## config.mk

```make
export PLATFORM = sky130hd
export DESIGN_NAME = mem_ext_loader_flat
export DESIGN_NICKNAME = d
export VERILOG_FILES = /design/src/rtl/mem_ext_loader_if.sv /design/src/rtl/mem_ext_loader.sv /design/src/flat_wrapper.sv
export SDC_FILE = /design/constraint.sdc
export NUM_CORES = 1
export LEC_CHECK = 0
export CORE_ASPECT_RATIO = 1.4
export CORE_UTILIZATION = 45
export DETAILED_ROUTE_END_ITERATION = 7
export PLACE_DENSITY = 0.8
export SYNTH_ARGS = -nofsm -noshare
export SYNTH_HDL_FRONTEND = slang
export SYNTH_SLANG_ARGS = --single-unit
```

## constraint.sdc

```tcl
create_clock -name clk -period 2.95 [get_ports clk]
set_input_delay 0.295 -clock clk [delete_from_list [all_inputs] [get_ports clk]]
set_output_delay 0.295 -clock clk [all_outputs]
set_load 0.02 [all_outputs]
```

## src/rtl/mem_ext_loader_if.sv

```systemverilog
// Host-side command/response streams of mem_ext_loader.
// Valid/ready: a transfer happens on the rising edge where both are high; while valid
// is high and ready low, the sender keeps valid and its payload unchanged.
interface mem_ext_loader_if;
    logic        cmd_valid;
    logic        cmd_ready;
    logic [1:0]  cmd_op;
    logic [31:0] cmd_addr;
    logic [31:0] cmd_wdata;
    logic        rsp_valid;
    logic        rsp_ready;
    logic [31:0] rsp_data;
    logic        rsp_err;

    modport master (
        output cmd_valid, cmd_op, cmd_addr, cmd_wdata, rsp_ready,
        input  cmd_ready, rsp_valid, rsp_data, rsp_err
    );

    modport slave (
        input  cmd_valid, cmd_op, cmd_addr, cmd_wdata, rsp_ready,
        output cmd_ready, rsp_valid, rsp_data, rsp_err
    );
endinterface

```

## src/rtl/mem_ext_loader.sv

```systemverilog
// Host initiator for the CPU's instruction/data memory external ports; owns cpu_enable.
// Optional run-cycle watchdog with a timeout pulse when LOADER_CYCLE_LIMIT_EN is defined.
module mem_ext_loader #(
    parameter int IMEM_WORDS = 512,
    parameter int DMEM_WORDS = 1024,
    parameter int MAX_CYCLES = 1000000
) (
    input  logic              clk,
    input  logic              arst_n,
    mem_ext_loader_if.slave   host,
    input  logic              start,
    input  logic              stop,
    output logic              cpu_enable,
    output logic              busy,
    output logic [31:0]       addr_ext,
    output logic              wen_ext,
    output logic              ren_ext,
    output logic [31:0]       wdata_ext,
    input  logic [31:0]       rdata_ext,
    output logic [31:0]       addr_ext_2,
    output logic              wen_ext_2,
    output logic              ren_ext_2,
    output logic [31:0]       wdata_ext_2,
    input  logic [31:0]       rdata_ext_2,
`ifdef LOADER_CYCLE_LIMIT_EN
    output logic              timeout,
`endif
    output logic [2:0]        dbg_state
);

    typedef enum logic [2:0] {
        S_IDLE   = 3'd0,
        S_WRITE  = 3'd1,
        S_READ   = 3'd2,
        S_RDWAIT = 3'd3,
        S_RESP   = 3'd4,
        S_RUN    = 3'd5
    } state_t;

    localparam logic [32:0] imem_bytes = 33'(4 * IMEM_WORDS);
    localparam logic [32:0] dmem_bytes = 33'(4 * DMEM_WORDS);

    if (MAX_CYCLES < 2 || IMEM_WORDS < 1 || DMEM_WORDS < 1) begin : g_bad_params
        $error("mem_ext_loader: parameters out of range");
    end

    state_t state;
    logic   sel_q;  // 1 selects the data-memory port
`ifdef LOADER_CYCLE_LIMIT_EN
    logic [31:0] run_cnt;
`endif

    function automatic logic addr_bad(input logic dsel, input logic [31:0] a);
        logic [32:0] limit;
        limit = dsel ? dmem_bytes : imem_bytes;
        return (a[1:0] != 2'b00) || ({1'b0, a} >= limit);
    endfunction

    assign dbg_state = state;

    always_ff @(posedge clk or negedge arst_n) begin
        if (!arst_n) begin
            state          <= S_IDLE;
            sel_q          <= 1'b0;
            host.cmd_ready <= 1'b1;
            host.rsp_valid <= 1'b0;
            host.rsp_data  <= '0;
            host.rsp_err   <= 1'b0;
            cpu_enable     <= 1'b0;
            busy           <= 1'b0;
            addr_ext       <= '0;
            wen_ext        <= 1'b0;
            ren_ext        <= 1'b0;
            wdata_ext      <= '0;
            addr_ext_2     <= '0;
            wen_ext_2      <= 1'b0;
            ren_ext_2      <= 1'b0;
            wdata_ext_2    <= '0;
`ifdef LOADER_CYCLE_LIMIT_EN
            run_cnt        <= '0;
            timeout        <= 1'b0;
`endif
        end else begin
`ifdef LOADER_CYCLE_LIMIT_EN
            timeout <= 1'b0;
`endif
            case (state)
                S_IDLE: begin
                    // A pending command takes priority over start.
                    if (host.cmd_valid) begin
                        sel_q          <= host.cmd_op[0];
                        host.cmd_ready <= 1'b0;
                        busy           <= 1'b1;
                        if (addr_bad(host.cmd_op[0], host.cmd_addr)) begin
                            state          <= S_RESP;
                            host.rsp_valid <= 1'b1;
                            host.rsp_err   <= 1'b1;
                            host.rsp_data  <= '0;
                        end else if (!host.cmd_op[1]) begin
                            state <= S_WRITE;
                            if (host.cmd_op[0]) begin
                                wen_ext_2   <= 1'b1;
                                addr_ext_2  <= host.cmd_addr;
                                wdata_ext_2 <= host.cmd_wdata;
                            end else begin
                                wen_ext   <= 1'b1;
                                addr_ext  <= host.cmd_addr;
                                wdata_ext <= host.cmd_wdata;
                            end
                        end else begin
                            state <= S_READ;
                            if (host.cmd_op[0]) begin
                                ren_ext_2  <= 1'b1;
                                addr_ext_2 <= host.cmd_addr;
                            end else begin
                                ren_ext  <= 1'b1;
                                addr_ext <= host.cmd_addr;
                            end
                        end
                    end else if (start) begin
                        state          <= S_RUN;
                        cpu_enable     <= 1'b1;
                        host.cmd_ready <= 1'b0;
                        busy           <= 1'b1;
`ifdef LOADER_CYCLE_LIMIT_EN
                        run_cnt        <= '0;
`endif
                    end
                end

                S_WRITE: begin
                    wen_ext        <= 1'b0;
                    addr_ext       <= '0;
                    wdata_ext      <= '0;
                    wen_ext_2      <= 1'b0;
                    addr_ext_2     <= '0;
                    wdata_ext_2    <= '0;
                    host.rsp_valid <= 1'b1;
                    host.rsp_data  <= '0;
                    host.rsp_err   <= 1'b0;
                    state          <= S_RESP;
                end

                S_READ: begin
                    ren_ext    <= 1'b0;
                    addr_ext   <= '0;
                    ren_ext_2  <= 1'b0;
                    addr_ext_2 <= '0;
                    state      <= S_RDWAIT;
                end

                // Memory presents rdata the cycle after it sampled ren.
                S_RDWAIT: begin
                    host.rsp_data  <= sel_q ? rdata_ext_2 : rdata_ext;
                    host.rsp_err   <= 1'b0;
                    host.rsp_valid <= 1'b1;
                    state          <= S_RESP;
                end

                S_RESP: begin
                    if (host.rsp_ready) begin
                        host.rsp_valid <= 1'b0;
                        host.rsp_data  <= '0;
                        host.rsp_err   <= 1'b0;
                        host.cmd_ready <= 1'b1;
                        busy           <= 1'b0;
                        state          <= S_IDLE;
                    end
                end

                S_RUN: begin
                    if (stop) begin
                        cpu_enable     <= 1'b0;
                        host.cmd_ready <= 1'b1;
                        busy           <= 1'b0;
                        state          <= S_IDLE;
                    end
`ifdef LOADER_CYCLE_LIMIT_EN
                    else if (run_cnt == 32'(MAX_CYCLES - 1)) begin
                        cpu_enable     <= 1'b0;
                        host.cmd_ready <= 1'b1;
                        busy           <= 1'b0;
                        timeout        <= 1'b1;
                        state          <= S_IDLE;
                    end else begin
                        run_cnt <= run_cnt + 32'd1;
                    end
`endif
                end

                default: begin
                    state          <= S_IDLE;
                    host.cmd_ready <= 1'b1;
                    host.rsp_valid <= 1'b0;
                    cpu_enable     <= 1'b0;
                    busy           <= 1'b0;
                end
            endcase
        end
    end

endmodule

```

## src/flat_wrapper.sv

```systemverilog
// flat-port wrapper written by rule: the top's interface ports become plain ports
module mem_ext_loader_flat 
#(
    parameter int IMEM_WORDS = 512,
    parameter int DMEM_WORDS = 1024,
    parameter int MAX_CYCLES = 1000000
)
  (clk, arst_n, start, stop, cpu_enable, busy, addr_ext, wen_ext, ren_ext, wdata_ext, rdata_ext, addr_ext_2, wen_ext_2, ren_ext_2, wdata_ext_2, rdata_ext_2, dbg_state, host_cmd_valid, host_cmd_op, host_cmd_addr, host_cmd_wdata, host_rsp_ready, host_cmd_ready, host_rsp_valid, host_rsp_data, host_rsp_err);
  mem_ext_loader_if host_i ();
  input  logic clk;
  input  logic arst_n;
  input  logic start;
  input  logic stop;
  output logic cpu_enable;
  output logic busy;
  output logic [31:0] addr_ext;
  output logic wen_ext;
  output logic ren_ext;
  output logic [31:0] wdata_ext;
  input  logic [31:0] rdata_ext;
  output logic [31:0] addr_ext_2;
  output logic wen_ext_2;
  output logic ren_ext_2;
  output logic [31:0] wdata_ext_2;
  input  logic [31:0] rdata_ext_2;
  output logic [2:0] dbg_state;
  input wire logic [$bits(host_i.cmd_valid)-1:0] host_cmd_valid;
  input wire logic [$bits(host_i.cmd_op)-1:0] host_cmd_op;
  input wire logic [$bits(host_i.cmd_addr)-1:0] host_cmd_addr;
  input wire logic [$bits(host_i.cmd_wdata)-1:0] host_cmd_wdata;
  input wire logic [$bits(host_i.rsp_ready)-1:0] host_rsp_ready;
  output wire logic [$bits(host_i.cmd_ready)-1:0] host_cmd_ready;
  output wire logic [$bits(host_i.rsp_valid)-1:0] host_rsp_valid;
  output wire logic [$bits(host_i.rsp_data)-1:0] host_rsp_data;
  output wire logic [$bits(host_i.rsp_err)-1:0] host_rsp_err;
  assign host_i.cmd_valid = host_cmd_valid;
  assign host_i.cmd_op = host_cmd_op;
  assign host_i.cmd_addr = host_cmd_addr;
  assign host_i.cmd_wdata = host_cmd_wdata;
  assign host_i.rsp_ready = host_rsp_ready;
  assign host_cmd_ready = host_i.cmd_ready;
  assign host_rsp_valid = host_i.rsp_valid;
  assign host_rsp_data = host_i.rsp_data;
  assign host_rsp_err = host_i.rsp_err;
  mem_ext_loader #(.IMEM_WORDS(IMEM_WORDS), .DMEM_WORDS(DMEM_WORDS), .MAX_CYCLES(MAX_CYCLES)) u_core (.clk(clk), .arst_n(arst_n), .host(host_i), .start(start), .stop(stop), .cpu_enable(cpu_enable), .busy(busy), .addr_ext(addr_ext), .wen_ext(wen_ext), .ren_ext(ren_ext), .wdata_ext(wdata_ext), .rdata_ext(rdata_ext), .addr_ext_2(addr_ext_2), .wen_ext_2(wen_ext_2), .ren_ext_2(ren_ext_2), .wdata_ext_2(wdata_ext_2), .rdata_ext_2(rdata_ext_2), .dbg_state(dbg_state));
endmodule
```

Yosys cells after proc, flatten, opt, wreduce, memory -nomap -nowiden
Index checks and enable logic that the tools add are counted.
- bits in registers: 173
- input bits: 136
- output and inout bits: 172
- logic and storage cells: 128
- order comparisons: 1
- equal/unequal tests: 17
- multiplexer cells: 65
- bitwise logic cells: 3
- reductions and logical operators: 26
- operators by type and width (operator ; number):
    $mux 32 ; 18
    $pmux 32 s2 ; 4
    $pmux 32 s4 ; 1
    $ge 32x33->1 ; 1
    $reduce_and 4->1 ; 7
    $mux 1 ; 25
    $ne 2x2->1 const B ; 10
    $reduce_and 5->1 ; 4
    $mux 3 ; 5
    $pmux 3 s5 ; 1
    $mux 13 ; 1
    $pmux 1 s4 ; 3
    $pmux 1 s2 ; 4
    $reduce_bool 2->1 ; 4
    $eq 3x2->1 const B ; 2
    $eq 3x3->1 const B ; 2
    $pmux 1 s3 ; 2
    $reduce_or 2->1 ; 3
    $reduce_bool 4->1 ; 1
    $reduce_or 4->1 ; 1
    $eq 3x1->1 const B ; 1
    $logic_not 3->1 ; 1
    $ne 3x3->1 const B ; 1
    $not 1->1 ; 3
    7 further kinds ; 7

Logic depth before layout (Yosys ltp)
- word-level depth: 6
- depth in mapped cells: 8
- mapped depth without buffers: 6

Worst setup path after synthesis
OpenSTA, ideal clock, no wires.
- kind: register to register
- start: reg u_core.state[1], in the netlist u_core.dbg_state[1]
- end: reg u_core.wdata_ext_2[0]
- setup time: 0.079 ns
- data arrival time: 2.245 ns
- required time: 2.871 ns
- path slack: 0.626 ns
- cell stages (with the launch flop): 7
- path buffers: 2
- clock period less this slack: 2.324 ns
- cell sequence: dfrtp_1 buf_6 or4b_4 or3_4 nor4_4 buf_6 mux2i_1
- word-level cells in the longest chain between the ends: 3
- elaborated cells on any way between the ends: 9
- those cells by class: eq/ne: 5; mux: 1; reduce/logical: 3
- ends and longest elaborated chain (what ; line ; source):
    start, declared ; mem_ext_loader.sv:47 ; state_t state;
    start signal, assigned ; mem_ext_loader.sv:63 ; state <= S_IDLE;
    start signal, assigned ; mem_ext_loader.sv:95 ; state <= S_RESP;
    start signal, assigned ; mem_ext_loader.sv:100 ; state <= S_WRITE;
    $logic_not 3->1 or $eq 3x1->1 (tied branches) ; mem_ext_loader.sv:87 ; case (state)
    $ne 2x2->1 (no line) or $reduce_bool 2->1 (tied branches) ; -- ;
    $reduce_and 5->1 (no line) ; -- ;
    end signal, assigned ; mem_ext_loader.sv:104 ; wdata_ext_2 <= host.cmd_wdata;
    end, declared ; mem_ext_loader.sv:23 ; output logic [31:0] wdata_ext_2,
Parallel ways exist; a longest one is shown, timed or not.
A chain may end at the register's enable or synchronous reset.

Worst setup path in the final report
- start: in host_cmd_op[0]
- end: reg u_core.wdata_ext_2[2]
- word-level cells in the longest chain between the ends: 5
- elaborated cells on any way between the ends: 6
- those cells by class: order compare: 1; eq/ne: 2; mux: 1; reduce/logical: 2
- ends and longest elaborated chain (what ; line ; source):
    start, declared ; flat_wrapper.sv:28 ; input wire logic [$bits(host_i.cmd_op)-1:0] host_cmd_op;
    $mux 13 ; mem_ext_loader.sv:55 ; limit = dsel ? dmem_bytes : imem_bytes;
    $ge 32x33->1 ; mem_ext_loader.sv:56 ; return (a[1:0] != 2'b00) || ({1'b0, a} >= limit);
    $logic_or 1x1->1 ; mem_ext_loader.sv:56 ;
    $ne 2x2->1 (no line) ; -- ;
    $reduce_and 5->1 (no line) (*) ; -- ;
Mark *: on every way between the ends. The rest lies on a longest branch, timed or not.

==> flow_summary.ini <==
[critical_path]
critical_path.reg2reg.endpoint = u_core.wdata_ext_2[2]
timing_worst_setup_path_type = input port to register
worstPathMaxFanout = 33
r2r_setup_slack_ps = 670
timing.critical_path.from_type = input port
cp_data_arrival_time_ps = 2620
cp-startpoint = host_cmd_op[0]
worstSetupEndpointType = register
rr_startpoint = u_core.dbg_state[2]
required_ps = 3290
rr_worst_depth = 5

[floorplanning]
core.rowCount = 57
die_width_um = 116
floorplan.io_pins = 308
start_util_pct = 46.5
coreArea_um2 = 17500
die_area_um2 = 18700
die_h_um = 161

[routing]
avgRoutedWirePerCell_um = 17.9
drc = 0
drt-initial-drc-count = 343
avgViaCountPerCell = 5.36
drt-pass1-iter-count = 5
antenna_violating_nets_post_route = 0
routed_wl_mm = 23.8
vias = 7127

[cts]
clk_pin_slew_worst_paths_ps = 70
clock_sink_count = 173
post_cts.repair.setup_buffers = 0
cts-resized-gates = 0
cts.hold.buffers_added = 1
ctsLongestPathBuffers = 2
clock_tree_from_tritoncts = done
cts_htree_levels = 4
worst_skew_pair.late_latency_ps = 420
clockRootBuffer = clkbuf_16
cts-buffers-inserted = 17

[synthesis]
synthesis.area_per_instance_um2 = 10.3
synthCells = 788
synth.ff_latch_count = 173
synth_async_sr_flop_share_pct = 100
yosysMostFrequentCell = dfrtp_1
most_area_consuming_cells_after_synthesis = dfrtp_1, mux2i_1, nand2_1, and3_1, a311o_1
ys_types = 49
synth_top_area_cell = dfrtp_1
synth_sequential_area_ratio_pct = 53.1
syn_area_um2 = 8150
synthTopCellsByCount = dfrtp_1, nand2_1, mux2i_1, clkbuf_1, and3_1
synth_enable_flop_cells = 0
synth_nets = 926
ys.warnings.count = 0
synth_top_cell_area_share_pct = 52.8
dominantRegCellSynth = dfrtp_1

[sta]
rsz_0062_raised_after_global_routing = no
transition_time_at_the_pin_with_the_least_slew_margin_ps = 1150
min_period_ps = 2280
final-setup-viol-count = 0
slew-limit-headroom_pct = 23.5
finalHoldViolations = 0
slew_violations = 0
achievable-frequency_ghz = 0.439
fin_setup_tns_ps = 0
period_utilisation_layout_pct = 77.2
fin_skew_ps = 10.8

[power]
ir_drop_mv = 0.442
clock_power_share_pct = 29.4
p_switching_w = 0.00265
power.density_nw_per_um2 = 657
seqPwrFrac_pct = 39.0
p_leak_nw = 5.68
internal_power_w = 0.00537
share_comb_of_total_power_pct = 31.6
report.power.total_w = 0.00803
switching_share_pct = 33.1

[grt]
wire_length_of_the_first_global_routing_pass_mm = 37.5
grt_start_max_net_pins = 76
antenna_found_initial = 0
first_global_vias = 7145
all_layer_gr_usage_pct = 26.1
overflow = 0

[layout]
num_antenna_cells = 0
layout.nets = 1219
layout-drive-gt1-share_pct = 7.86
area_growth_syn_to_layout_pct = 49.9
fillCellCount = 1403

[hold_path]
min_delay_path_depth = 3
worstHoldPathType = input port to register
worstHoldStart = host_cmd_wdata[17]
worstHoldEndpoint = u_core.wdata_ext_2[17]

[place]
io_buffer_count = 307
gpl.final_weighted_congestion = 0.827
detailed_place_hpwl_mm = 17.1

[run_status]
run_status = complete, no violations

[job]
max_cap_viol_count = 0
-- logic make-up (layout without fill, tap and decap cells) --
family	after synthesis	after routing	share of synthesized area (%)
muxes	86	86	10.6
AOI/OAI and AO/OA	122	122	11.3
xor gates and xnor gates	1	1	0.107
buffers and inverters	108	414	5.48
adders and majority gates	2	2	0.307
and+or+nand+nor	296	296	19.1
DFF	173	173	53.1
-- routing by layer --
layer	share of wire (%)	vias up	GRT usage, %	wire [um]
met5	0	-	0	0
met4	4.2	0	12.6	995
met3	6.6	58	6.34	1580
met2	51	281	44.6	12100
met1	39	3426	30.1	9180
li1	-	3362	-	-
-- sequential cells by signal, summed over array words and instances, names as in the netlist --
signal / cells
u_core.ren_ext: 1
u_core.wdata_ext: 32
u_core.ren_ext_2: 1
u_core.dbg_state: 3
u_core.host.rsp_data: 32
u_core.cpu_enable: 1
u_core.sel_q: 1
u_core.busy: 1
u_core.wdata_ext_2: 32
u_core.wen_ext_2: 1
u_core.addr_ext_2: 32
u_core.addr_ext: 32
u_core.host.rsp_valid: 1
u_core.host.rsp_err: 1
u_core.wen_ext: 1
u_core.host.cmd_ready: 1
-- cell type report --
cell class | count | area (um2) | share of cell area (%)
sequential | 173 | 4330 | 35.5
clock buffer | 18 | 439 | 3.59
multi-input combinational | 507 | 3410 | 27.9
clock inverter | 14 | 179 | 1.46
inverter | 38 | 143 | 1.17
tap | 236 | 295 | 2.42
timing repair buffer | 344 | 3420 | 28.0
-- critical path: stages --
cell and delay [ps]:
clkdlybuf4s50_1 520, inv_1 90, ha_1 290, and3b_1 190, and4_2 330, nor4_4 340
buf_12 300, mux2i_1 240
-- worst max-delay path by stage --
stage / to / cells past startpoint / slack (ps)
4_1_cts: u_core.wdata_ext_2[23] / 5 / 660
3_3_place_gp: u_core.wdata_ext_2[25] / 8 / 290
3_5_place_dp: u_core.wdata_ext_2[31] / 8 / 230
6_report: u_core.wdata_ext_2[2] / 8 / 670
5_1_grt: u_core.wdata_ext[23] / 9 / 450
2_1_floorplan: u_core.wdata_ext_2[0] / 6 / 630
-- power by group through the flow --
stage	Clock, W	Sequential, W	Combinational (W)
after detailed placement	0	0.00316	0.00256
after global routing	0.00249	0.00318	0.00272
final	0.00236	0.00313	0.00254
after global placement	0	0.00315	0.00250
after CTS	0.00240	0.00313	0.00256
after floorplan	0	0.00352	0.000834
-- placed cells by master, fill, tap and decap left out, types with 3 or more instances in the layout --
| cell | n |
|---|---|
| clkdlybuf4s50_1 | 306 |
| dfrtp_1 | 171 |
| nand2_1 | 107 |
| mux2i_1 | 86 |
| and3_1 | 55 |
| o21ai_0 | 41 |
| nor2_1 | 39 |
| inv_1 | 38 |
| o41ai_1 | 33 |
| a311o_1 | 32 |
| buf_4 | 31 |
| and2_1 | 30 |
| nor3b_1 | 22 |
| clkbuf_16 | 17 |
| nor4_1 | 6 |
| a21oi_1 | 6 |
| nand4_1 | 5 |
| inv_6 | 5 |
| buf_12 | 5 |
| nand3_1 | 4 |
| clkinv_4 | 4 |
| nor3_1 | 3 |
| bufinv_16 | 3 |
-- through the flow --
stage	setup slack (ps)	cell area (um2)	std cells	hold WS [ps]	util [%]
2_1_floorplan	626	8150	788	-0.591	-
3_3_place_gp	291	11600	1297	361	66.1
3_5_place_dp	229	11600	1297	369	66.1
4_1_cts	662	12200	1330	430	69.6
5_1_grt	450	12200	1330	448	69.6
6_report	672	12200	1330	444	69.6
(Power assumes the default switching activity.)
